[config.mk]
export PLATFORM = sky130hd
export DESIGN_NAME = pipe_addsub
export DESIGN_NICKNAME = d
export VERILOG_FILES = /design/src/rtl/addsub_pkg.sv /design/src/rtl/pipe_addsub_seg_cla.sv /design/src/rtl/pipe_addsub.sv
export SDC_FILE = /design/constraint.sdc
export NUM_CORES = 1
export LEC_CHECK = 0
export ABC_AREA = 1
export BUFFER_PORTS_ARGS = -buffer_cell sky130_fd_sc_hd__buf_2
export CAP_MARGIN = 20
export CELL_PAD_IN_SITES_DETAIL_PLACEMENT = 0
export CELL_PAD_IN_SITES_GLOBAL_PLACEMENT = 2
export CORE_MARGIN = 10
export CORE_UTILIZATION = 40
export DETAILED_ROUTE_END_ITERATION = 6
export GPL_TIMING_DRIVEN = 0
export PLACE_DENSITY_LB_ADDON = 0.1
export SYNTH_ARGS = -nofsm -noshare
export SYNTH_HDL_FRONTEND = slang
export SYNTH_SLANG_ARGS = --single-unit
[constraint.sdc]
create_clock -name clk -period 3.45 [get_ports clk]
set_input_delay 0.69 -clock clk [delete_from_list [all_inputs] [get_ports clk]]
set_output_delay 0.69 -clock clk [all_outputs]
set_load 0.03 [all_outputs]
[src/rtl/addsub_pkg.sv]
// -----------------------------------------------------------------------------
// addsub_pkg
// Shared definitions for the pipelined add/subtract unit: operation encodings
// and small helpers that turn an opcode into the adder's B-invert control and
// carry-in, plus a configuration legality check used at elaboration.
// -----------------------------------------------------------------------------
package addsub_pkg;

   typedef enum logic [1:0] {
      OP_ADD  = 2'b00,
      OP_SUB  = 2'b01,
      OP_ADDC = 2'b10,
      OP_SUBB = 2'b11
   } addsub_op_e;

   // Subtraction is done as A + ~B + c, so both SUB flavours invert B.
   function automatic logic op_is_sub(input logic [1:0] op);
      return (addsub_op_e'(op) == OP_SUB) || (addsub_op_e'(op) == OP_SUBB);
   endfunction

   // Carry into bit 0: SUB supplies the +1 of two's complement, SUBB turns a
   // borrow-in into "no +1".
   function automatic logic op_carry_in(input logic [1:0] op, input logic cin);
      logic c;
      case (addsub_op_e'(op))
         OP_ADD:  c = 1'b0;
         OP_SUB:  c = 1'b1;
         OP_ADDC: c = cin;
         default: c = ~cin;
      endcase
      return c;
   endfunction

   function automatic bit legal_cfg(input int width, input int seg);
      return ((seg == 4) || (seg == 8) || (seg == 16)) &&
             (width >= seg) && ((width % seg) == 0);
   endfunction

endpackage

[src/rtl/pipe_addsub_seg_cla.sv]
// -----------------------------------------------------------------------------
// seg_cla
// SEG-bit carry-lookahead adder slice used by each pipeline stage.
//   x, y  : SEG-bit addends
//   cin   : carry into bit 0
//   sum   : SEG-bit sum
//   cout  : carry out of the top bit
// Every carry is formed directly from generate/propagate terms and cin, so no
// carry ripples through the slice.
// -----------------------------------------------------------------------------
module seg_cla #(
   parameter int SEG = 8
) (
   input  logic [SEG-1:0] x,
   input  logic [SEG-1:0] y,
   input  logic           cin,
   output logic [SEG-1:0] sum,
   output logic           cout
);

   logic [SEG-1:0] g;
   logic [SEG-1:0] p;
   logic [SEG:0]   c;

   assign g = x & y;
   assign p = x ^ y;

   // c[i+1] = g[i] | p[i]g[i-1] | ... | p[i..0]cin, built as a flat sum of products
   always_comb begin
      logic grp_g;
      logic grp_p;
      grp_g = 1'b0;
      grp_p = 1'b1;
      c     = '0;
      c[0]  = cin;
      for (int i = 0; i < SEG; i++) begin
         grp_g = 1'b0;
         grp_p = 1'b1;
         for (int j = i; j >= 0; j--) begin
            grp_g = grp_g | (g[j] & grp_p);
            grp_p = grp_p & p[j];
         end
         c[i+1] = grp_g | (grp_p & cin);
      end
   end

   assign sum  = p ^ c[SEG-1:0];
   assign cout = c[SEG];

endmodule

[src/rtl/pipe_addsub.sv]
// -----------------------------------------------------------------------------
// pipe_addsub
// Pipelined WIDTH-bit adder/subtractor split into N = WIDTH/SEG stages. Stage k
// adds operand segment k with the carry registered by stage k-1. Operand
// segments not yet consumed ride down the pipe (skew) and finished result
// segments accumulate below the current one (de-skew), so the last stage holds
// the full result. All stages move together on en = ~out_valid | out_ready.
//
// Ports
//   clk, rst            : clock, synchronous active-high reset
//   in_valid/in_ready   : input handshake (in_ready = en)
//   in_op               : 00 ADD, 01 SUB, 10 ADDC, 11 SUBB
//   in_a, in_b, in_cin  : operands, carry/borrow-in (ADDC/SUBB only)
//   in_tag              : returned unchanged with the result
//   flush               : drop everything in flight, accept nothing this cycle
//   out_valid/out_ready : output handshake
//   out_result          : A+B+c or A-B-b mod 2^WIDTH
//   out_cout            : carry (add) or borrow (sub)
//   out_ovf, out_zero, out_neg : signed overflow, zero, sign flags
//   out_tag             : tag of the completed operation
// -----------------------------------------------------------------------------
module pipe_addsub
   import addsub_pkg::*;
#(
   parameter int WIDTH = 32,
   parameter int SEG   = 8,
   parameter int TAG_W = 4
) (
   input  logic             clk,
   input  logic             rst,
   input  logic             in_valid,
   output logic             in_ready,
   input  logic [1:0]       in_op,
   input  logic [WIDTH-1:0] in_a,
   input  logic [WIDTH-1:0] in_b,
   input  logic             in_cin,
   input  logic [TAG_W-1:0] in_tag,
   input  logic             flush,
   output logic             out_valid,
   input  logic             out_ready,
   output logic [WIDTH-1:0] out_result,
   output logic             out_cout,
   output logic             out_ovf,
   output logic             out_zero,
   output logic             out_neg,
   output logic [TAG_W-1:0] out_tag
);

   localparam int N = WIDTH / SEG;

   if (!legal_cfg(WIDTH, SEG)) begin : g_bad_cfg
      $error("pipe_addsub: WIDTH must be a positive multiple of SEG and SEG one of 4, 8, 16");
   end

   logic             sub_in;
   logic [WIDTH-1:0] bx_in;
   logic             cx_in;
   logic             en;
   logic [N-1:0]     vld;

   assign sub_in = op_is_sub(in_op);
   assign bx_in  = sub_in ? ~in_b : in_b;
   assign cx_in  = op_carry_in(in_op, in_cin);

   assign en        = ~vld[N-1] | out_ready;
   assign in_ready  = en;
   assign out_valid = vld[N-1];

   // Flush discards in-flight work and also blocks the input of that cycle.
   always_ff @(posedge clk) begin
      if (rst) begin
         vld <= '0;
      end else if (flush) begin
         vld <= '0;
      end else if (en) begin
         vld[0] <= in_valid;
         for (int k = 1; k < N; k++) begin
            vld[k] <= vld[k-1];
         end
      end
   end

   for (genvar k = 0; k < N; k++) begin : g_stage
      logic [SEG-1:0]       x;
      logic [SEG-1:0]       y;
      logic [SEG-1:0]       s;
      logic                 ci;
      logic                 co;
      logic                 sub_s;
      logic                 src_v;
      logic [TAG_W-1:0]     tag_s;
      logic [SEG*(k+1)-1:0] res_n;

      if (k == 0) begin : g_src
         assign x     = in_a[SEG-1:0];
         assign y     = bx_in[SEG-1:0];
         assign ci    = cx_in;
         assign sub_s = sub_in;
         assign tag_s = in_tag;
         assign src_v = in_valid;
         assign res_n = s;
      end else begin : g_src
         assign x     = g_stage[k-1].g_hold.a_rem[SEG-1:0];
         assign y     = g_stage[k-1].g_hold.bx_rem[SEG-1:0];
         assign ci    = g_stage[k-1].g_hold.c_q;
         assign sub_s = g_stage[k-1].g_hold.sub_q;
         assign tag_s = g_stage[k-1].g_hold.tag_q;
         assign src_v = vld[k-1];
         assign res_n = {s, g_stage[k-1].g_hold.res_q};
      end

      seg_cla #(.SEG(SEG)) u_cla (
         .x    (x),
         .y    (y),
         .cin  (ci),
         .sum  (s),
         .cout (co)
      );

      if (k < N-1) begin : g_hold
         // RW: operand bits still waiting for later stages
         localparam int RW = WIDTH - SEG*(k+1);

         logic [RW-1:0]        a_rem;
         logic [RW-1:0]        bx_rem;
         logic [RW-1:0]        a_nxt;
         logic [RW-1:0]        bx_nxt;
         logic [SEG*(k+1)-1:0] res_q;
         logic                 c_q;
         logic                 sub_q;
         logic [TAG_W-1:0]     tag_q;

         if (k == 0) begin : g_fwd
            assign a_nxt  = in_a[WIDTH-1:SEG];
            assign bx_nxt = bx_in[WIDTH-1:SEG];
         end else begin : g_fwd
            assign a_nxt  = g_stage[k-1].g_hold.a_rem[RW+SEG-1:SEG];
            assign bx_nxt = g_stage[k-1].g_hold.bx_rem[RW+SEG-1:SEG];
         end

         // Datapath needs no reset: vld qualifies everything downstream.
         always_ff @(posedge clk) begin
            if (en && src_v) begin
               a_rem  <= a_nxt;
               bx_rem <= bx_nxt;
               res_q  <= res_n;
               c_q    <= co;
               sub_q  <= sub_s;
               tag_q  <= tag_s;
            end
         end
      end else begin : g_out
         // Top segment carries A and Bx sign bits, so overflow is judged here.
         always_ff @(posedge clk) begin
            if (rst) begin
               out_result <= '0;
               out_cout   <= 1'b0;
               out_ovf    <= 1'b0;
               out_zero   <= 1'b0;
               out_neg    <= 1'b0;
               out_tag    <= '0;
            end else if (en && src_v && !flush) begin
               out_result <= res_n;
               out_cout   <= co ^ sub_s;
               out_ovf    <= (x[SEG-1] == y[SEG-1]) && (s[SEG-1] != x[SEG-1]);
               out_zero   <= (res_n == '0);
               out_neg    <= s[SEG-1];
               out_tag    <= tag_s;
            end
         end
      end
   end

endmodule

Word level (Yosys, flattened, before mapping)
Index checks and enable logic that the tools add are counted.
{"block": "op_classes", "n_eq_ne": 5, "n_mux": 2, "bitwise": 417, "reduce_logical": 11}
{"operator": "$and 1x1->1", "count": 256}
{"operator": "$or 1x1->1", "count": 145}
{"operator": "$xor 8x8->8", "count": 8}
{"operator": "$and 8x8->8", "count": 4}
{"operator": "$logic_not 32->1", "count": 1}
{"operator": "$mux 32", "count": 1}
{"operator": "$not 32->32", "count": 1}
{"operator": "$logic_and 1x1->1", "count": 6}
{"operator": "$eq 2x2->1 const B", "count": 2}
{"operator": "$pmux 1 s3", "count": 1}
{"operator": "$eq 2x1->1 const B", "count": 1}
{"operator": "$logic_not 2->1", "count": 1}
{"operator": "$not 1->1", "count": 2}
{"operator": "$reduce_or 2->1", "count": 1}
{"operator": "$eq 1x1->1", "count": 1}
{"operator": "$logic_not 1->1", "count": 1}
{"operator": "$logic_or 1x1->1", "count": 1}
{"operator": "$ne 1x1->1", "count": 1}
{"operator": "$xor 1x1->1", "count": 1}
{"block": "word_totals", "regBits": 206, "inputBits": 76}

Depth between registers and ports, before layout
{"block": "depth", "ltp_word": 13, "depth_mapped": 12}

Hierarchy
Synthesis repeated with hierarchy kept, for this count alone.
{"block": "unflattened", "cells_unflattened": 693, "area_unflattened_um2": 8541.9}
{"mod": "pipe_addsub", "instances": 1, "cells_per_inst": 425, "area_per_inst_um2": 6875.3, "seq_area_each_um2": 5725.5}
{"mod": "seg_cla", "instances": 4, "cells_per_inst": 67, "area_per_inst_um2": 416.6, "seq_area_each_um2": 0.0}

Least setup slack after synthesis
OpenSTA, ideal clock, no wires.
{"block": "synth_timing", "path_type": "input -> register", "from": "input port out_ready", "to": "register g_stage[0].g_hold.a_rem[0], enable pin", "t_arrival_ns": 2.176, "required_ns": 3.034, "path_slack_ns": 0.858, "stages": 4, "path_buffers": 0, "cell_sequence": "inv_1 nand2_4 nand2_1 inv_1"}
{"block": "synth_via", "elab_chain_len": 2}
{"element": "from (decl)", "line_no": "pipe_addsub.sv:40", "rtl": "input logic out_ready,"}
{"element": "$or 1x1->1", "line_no": "pipe_addsub.sv:65", "rtl": "assign en = ~vld[N-1] | out_ready;"}
{"element": "net in_ready", "line_no": "pipe_addsub.sv:32", "rtl": "output logic in_ready,"}
{"element": "$logic_and 1x1->1", "line_no": "pipe_addsub.sv:143", "rtl": "if (en && src_v) begin"}
{"element": "to (signal assigned)", "line_no": "pipe_addsub.sv:144", "rtl": "a_rem <= a_nxt;"}
{"element": "to (decl)", "line_no": "pipe_addsub.sv:124", "rtl": "logic [RW-1:0] a_rem;"}
The timed path passes the listed nets, and every way through them passes these cells.
A chain may end at the register's enable or synchronous reset.

Worst setup path after layout
{"block": "layout_timing", "from": "input port in_op[0]", "to": "register g_stage[0].g_hold.c_q, data pin"}
{"block": "layout_via", "elab_chain_len": 13, "word_cells_on_any_way": 32}
{"element": "from (decl)", "line_no": "pipe_addsub.sv:33", "rtl": "input logic [1:0] in_op,"}
{"element": "$eq 2x1->1 or $eq 2x2->1 (tied branches)", "line_no": "addsub_pkg.sv:18, addsub_pkg.sv:25"}
{"element": "$logic_or 1x1->1", "line_no": "addsub_pkg.sv:18", "rtl": "return (addsub_op_e'(op) == OP_SUB) || (addsub_op_e'(op) == OP_SUBB);"}
{"element": "$mux 32", "line_no": "pipe_addsub.sv:62", "rtl": "assign bx_in = sub_in ? ~in_b : in_b;"}
{"element": "$and 8x8->8 or $xor 8x8->8 (tied branches)", "line_no": "pipe_addsub_seg_cla.sv:25, pipe_addsub_seg_cla.sv:26"}
{"element": "$and 1x1->1 (on tied branches)", "line_no": "pipe_addsub_seg_cla.sv:40, pipe_addsub_seg_cla.sv:41"}
{"element": "$or 1x1->1 (tied with other cells) (6 in series)", "line_no": "pipe_addsub_seg_cla.sv:40", "rtl": "grp_g = grp_g | (g[j] & grp_p);"}
{"element": "$or 1x1->1 or $and 1x1->1 (tied branches)", "line_no": "pipe_addsub_seg_cla.sv:40, pipe_addsub_seg_cla.sv:43"}
{"element": "$or 1x1->1 *", "line_no": "pipe_addsub_seg_cla.sv:43", "rtl": "c[i+1] = grp_g | (grp_p & cin);"}
{"element": "net g_stage[0].co", "line_no": "pipe_addsub.sv:88", "rtl": "logic co;"}
{"element": "to (signal assigned)", "line_no": "pipe_addsub.sv:147", "rtl": "c_q <= co;"}
{"element": "to (decl)", "line_no": "pipe_addsub.sv:129", "rtl": "logic c_q;"}
Mark *: on every way through the listed nets, which the timed path passes. The rest lies on a longest branch.

==> out/results.txt <==
Status = finished, final reports clean
Worst-skew pair later-pin latency = 490 ps
Worst-Margin Slew = 591 ps
Worst reg2reg path depth = 10
Placed Cells incl. Taps = 1,042
Initial Util = 0.409
Post-synth top flop = edfxtp_1
Finished Layout Cells = 1,082
Post-CTS Setup Inserts = 0
Sequential area share after synthesis = 0.690
Setup TNS = 0 ps
Hold-critical path depth = 1
Crit. End Element = flop
CP max-delay cell = buf_2
CTS tree = built
Routability Congestion = 0.762
CP delay by family, top = buffers and inverters
Critical Path AT = 2590 ps
Synth async-reset ratio = 0
Final net count = 908
Worst clock skew = 9.18 ps
Hold_buf cts = 0
Final hold vios = 0
Hpwl dp = 12.2 mm
Worst reg2reg setup slack = 1520 ps
RSZ-0062 raised after global routing = no
Crit path max fanout = 10
Clk root buf = clkbuf_16
RR Endpoint = g_stage[2].g_hold.c_q$_DFFE_PP_
Die area = 0.0269 mm²
Count of state elements after synthesis = 205
CP Buf/Inv Count = 2
DR vias/cell = 4.51
CTS clock-pin slew for the worst setup and hold paths = 60 ps
WS Path Type = primary input to flop
Total routed wirelength = 15.9 mm
Synth-to-layout area growth = 21.2%
DRC = 0
Int Pwr = 4.52 mW
CTS Buf Count = 22
Clock sinks = 205
Slew HR = 0.606
Critical Path RT = 3700 ps
Total power per unit cell area = 561 mW/mm²
Clock power share = 0.438
Worst min path class = primary input to flop
Final WS setup = 1110 ps
Initial antenna violation count = 0
Cell taking the most area after synthesis = edfxtp_1
Count leader, synth = edfxtp_1
Mapped Area = 0.00830 mm²
Diodes inserted = 0
Flop pwr share = 0.500
Initial DRC count = 166
WL per Instance = 14.7 µm
Final core occ = 0.495
First-pass GRT wire length = 25.7 mm
Die height = 164 µm
Max Cap Viol = 0
Number of synthesized flops with an enable pin = 162
Power Total = 5.65 mW
Peak Freq = 0.427 GHz
CTS max path bufs = 3
CP Launch Type = primary input
Fin crit share = 0.680
Comb pwr share = 0.063
Total core area = 0.0203 mm²
DR vias = 4,883
Post-layout instance area = 0.0101 mm²
Io pins = 118
DR pass1 iterations = 4
DP Worst Slack = 570 ps
Gr usage total = 0.119
# port buffers = 116
Endpoint, Worst Hold = g_stage[0].g_hold.a_rem[7]$_DFFE_PP_
Post-DRT Antenna Nets = 0
Min-delay src = in_a[15]
Remaining Overflow, GRT = 0
Warnings, synthesis = 0
Share of the synthesized area in the top cell type = 0.586
Area contributors post-synth = edfxtp_1 59%, dfxtp_1 10%, ha_1 4.8%
Psw = 1.13 mW
Worst R2R Start = g_stage[1].g_hold.a_rem[5]$_DFFE_PP_
Net Sw Frac = 0.200
Chip width = 164 µm
Fin Hold WS = 372 ps
H-Tree Level Count = 1
VDD IR max = 0.000263 V
Mapped Cells = 653
Vias in the first global route = 5,078
Top cells by count, synth = 162 x edfxtp_1, 81 x nor2_1, 79 x nand2_1, 55 x inv_1, 45 x xor2_1
Period minus WS final = 2340 ps
Max-slew violations = 0
Slowest stage delay, CP = 370 ps
FP Rows = 52
Netlist cell types = 35
Post-cts resize count = 0
CP Cell Sequence = buf_2 > buf_2 > xor2_1 > ha_1 > and3_1 > nand2_1 > nand4_1 > a211oi_2 > nand2_1 > a21o_1
Endpoints failing setup = 0
DP Area = 0.00928 mm²
Leak pwr = 4.16 nW
Pin count of the biggest net entering global routing = 42
Syn avg cell area = 12.7 µm²
Layout cells sized above 1 = 0.223
Worst setup path start = in_op[0]
Synthesized Nets = 765
power groups by stage:
stage / sequential [mW] / clock, mW / combinational, mW
2_1_floorplan: 2.87 / 0 / 0.235
3_3_place_gp: 2.88 / 0 / 0.348
3_5_place_dp: 2.88 / 0 / 0.360
4_1_cts: 2.82 / 2.56 / 0.361
5_1_grt: 2.83 / 2.66 / 0.410
6_report: 2.82 / 2.47 / 0.354
worst reg2reg max path, cell delays in order, from the launching register on:
cell,delay (ps)
edfxtp_1,370
ha_1,360
nand2_1,90
nor2_1,50
nand2_1,100
nor2_1,70
and3_1,150
nor3_1,250
nand2_1,110
nand2_1,80
nand2_1,60
flip-flops by register name, indices dropped and copies added (netlist names), 3 cells and up:
register               cells
g_stage.g_hold.a_rem      48
g_stage.g_hold.res_q      48
g_stage.g_hold.bx_rem     48
g_stage.g_hold.c_q         3
out_tag                    4
out_result                32
g_stage.g_hold.sub_q       3
g_stage.g_hold.tag_q      12
vld                        4
routing by layer:
layer	track usage	wire (µm)	up-vias
li1	-	-	2537
met5	0	0	-
met2	0.191	7310	115
met4	0.0353	247	0
met3	0.0295	1030	22
met1	0.155	7320	2209
how the worst max path moves through the flow:
stage,slack [ps],cells past startpoint,end
CTS,1100,10,g_stage[0].g_hold.c_q$_DFFE_PP_
detailed placement,570,10,g_stage[0].g_hold.c_q$_DFFE_PP_
global route,920,10,g_stage[0].g_hold.c_q$_DFFE_PP_
finish,1110,10,g_stage[0].g_hold.c_q$_DFFE_PP_
floorplan,860,4,g_stage[0].g_hold.a_rem[0]$_DFFE_PP_
global placement,150,5,g_stage[0].g_hold.a_rem[11]$_DFFE_PP_
cell families (layout without fill, tap and decap cells):
group / Yosys count / in the layout / share of synthesized area
buffers and inverters: 73 / 232 / 0.0354
and+or+nand+nor: 216 / 216 / 0.112
xor gates and xnor gates: 52 / 52 / 0.0549
DFF: 205 / 205 / 0.690
adders and majority gates: 36 / 36 / 0.0579
AOI/OAI and AO/OA: 71 / 71 / 0.0495
cell usage in the layout (no fill, tap or decap), types with 4 or more instances in the layout:
cell,count
nand4_1,8
clkinv_2,5
clkbuf_16,23
clkbuf_1,13
nor3_1,4
dfxtp_1,43
xor2_1,45
ha_1,32
nor2_1,81
xnor2_1,7
nand2_2,5
fa_1,4
o211ai_1,6
inv_1,52
bufinv_16,4
edfxtp_1,162
nand3_1,28
o21ai_0,31
nand2_1,79
buf_2,123
a21oi_1,21
final cells by class:
class	instances	area [µm²]
timing repair buffer	119	641
clock inverter	10	150
clock buffer	30	632
buffer	18	87.6
sequential	205	5730
fill	1871	10200
tap	270	338
inverter	55	206
multi-input combinational	375	2280
(Power assumes the default switching activity.)
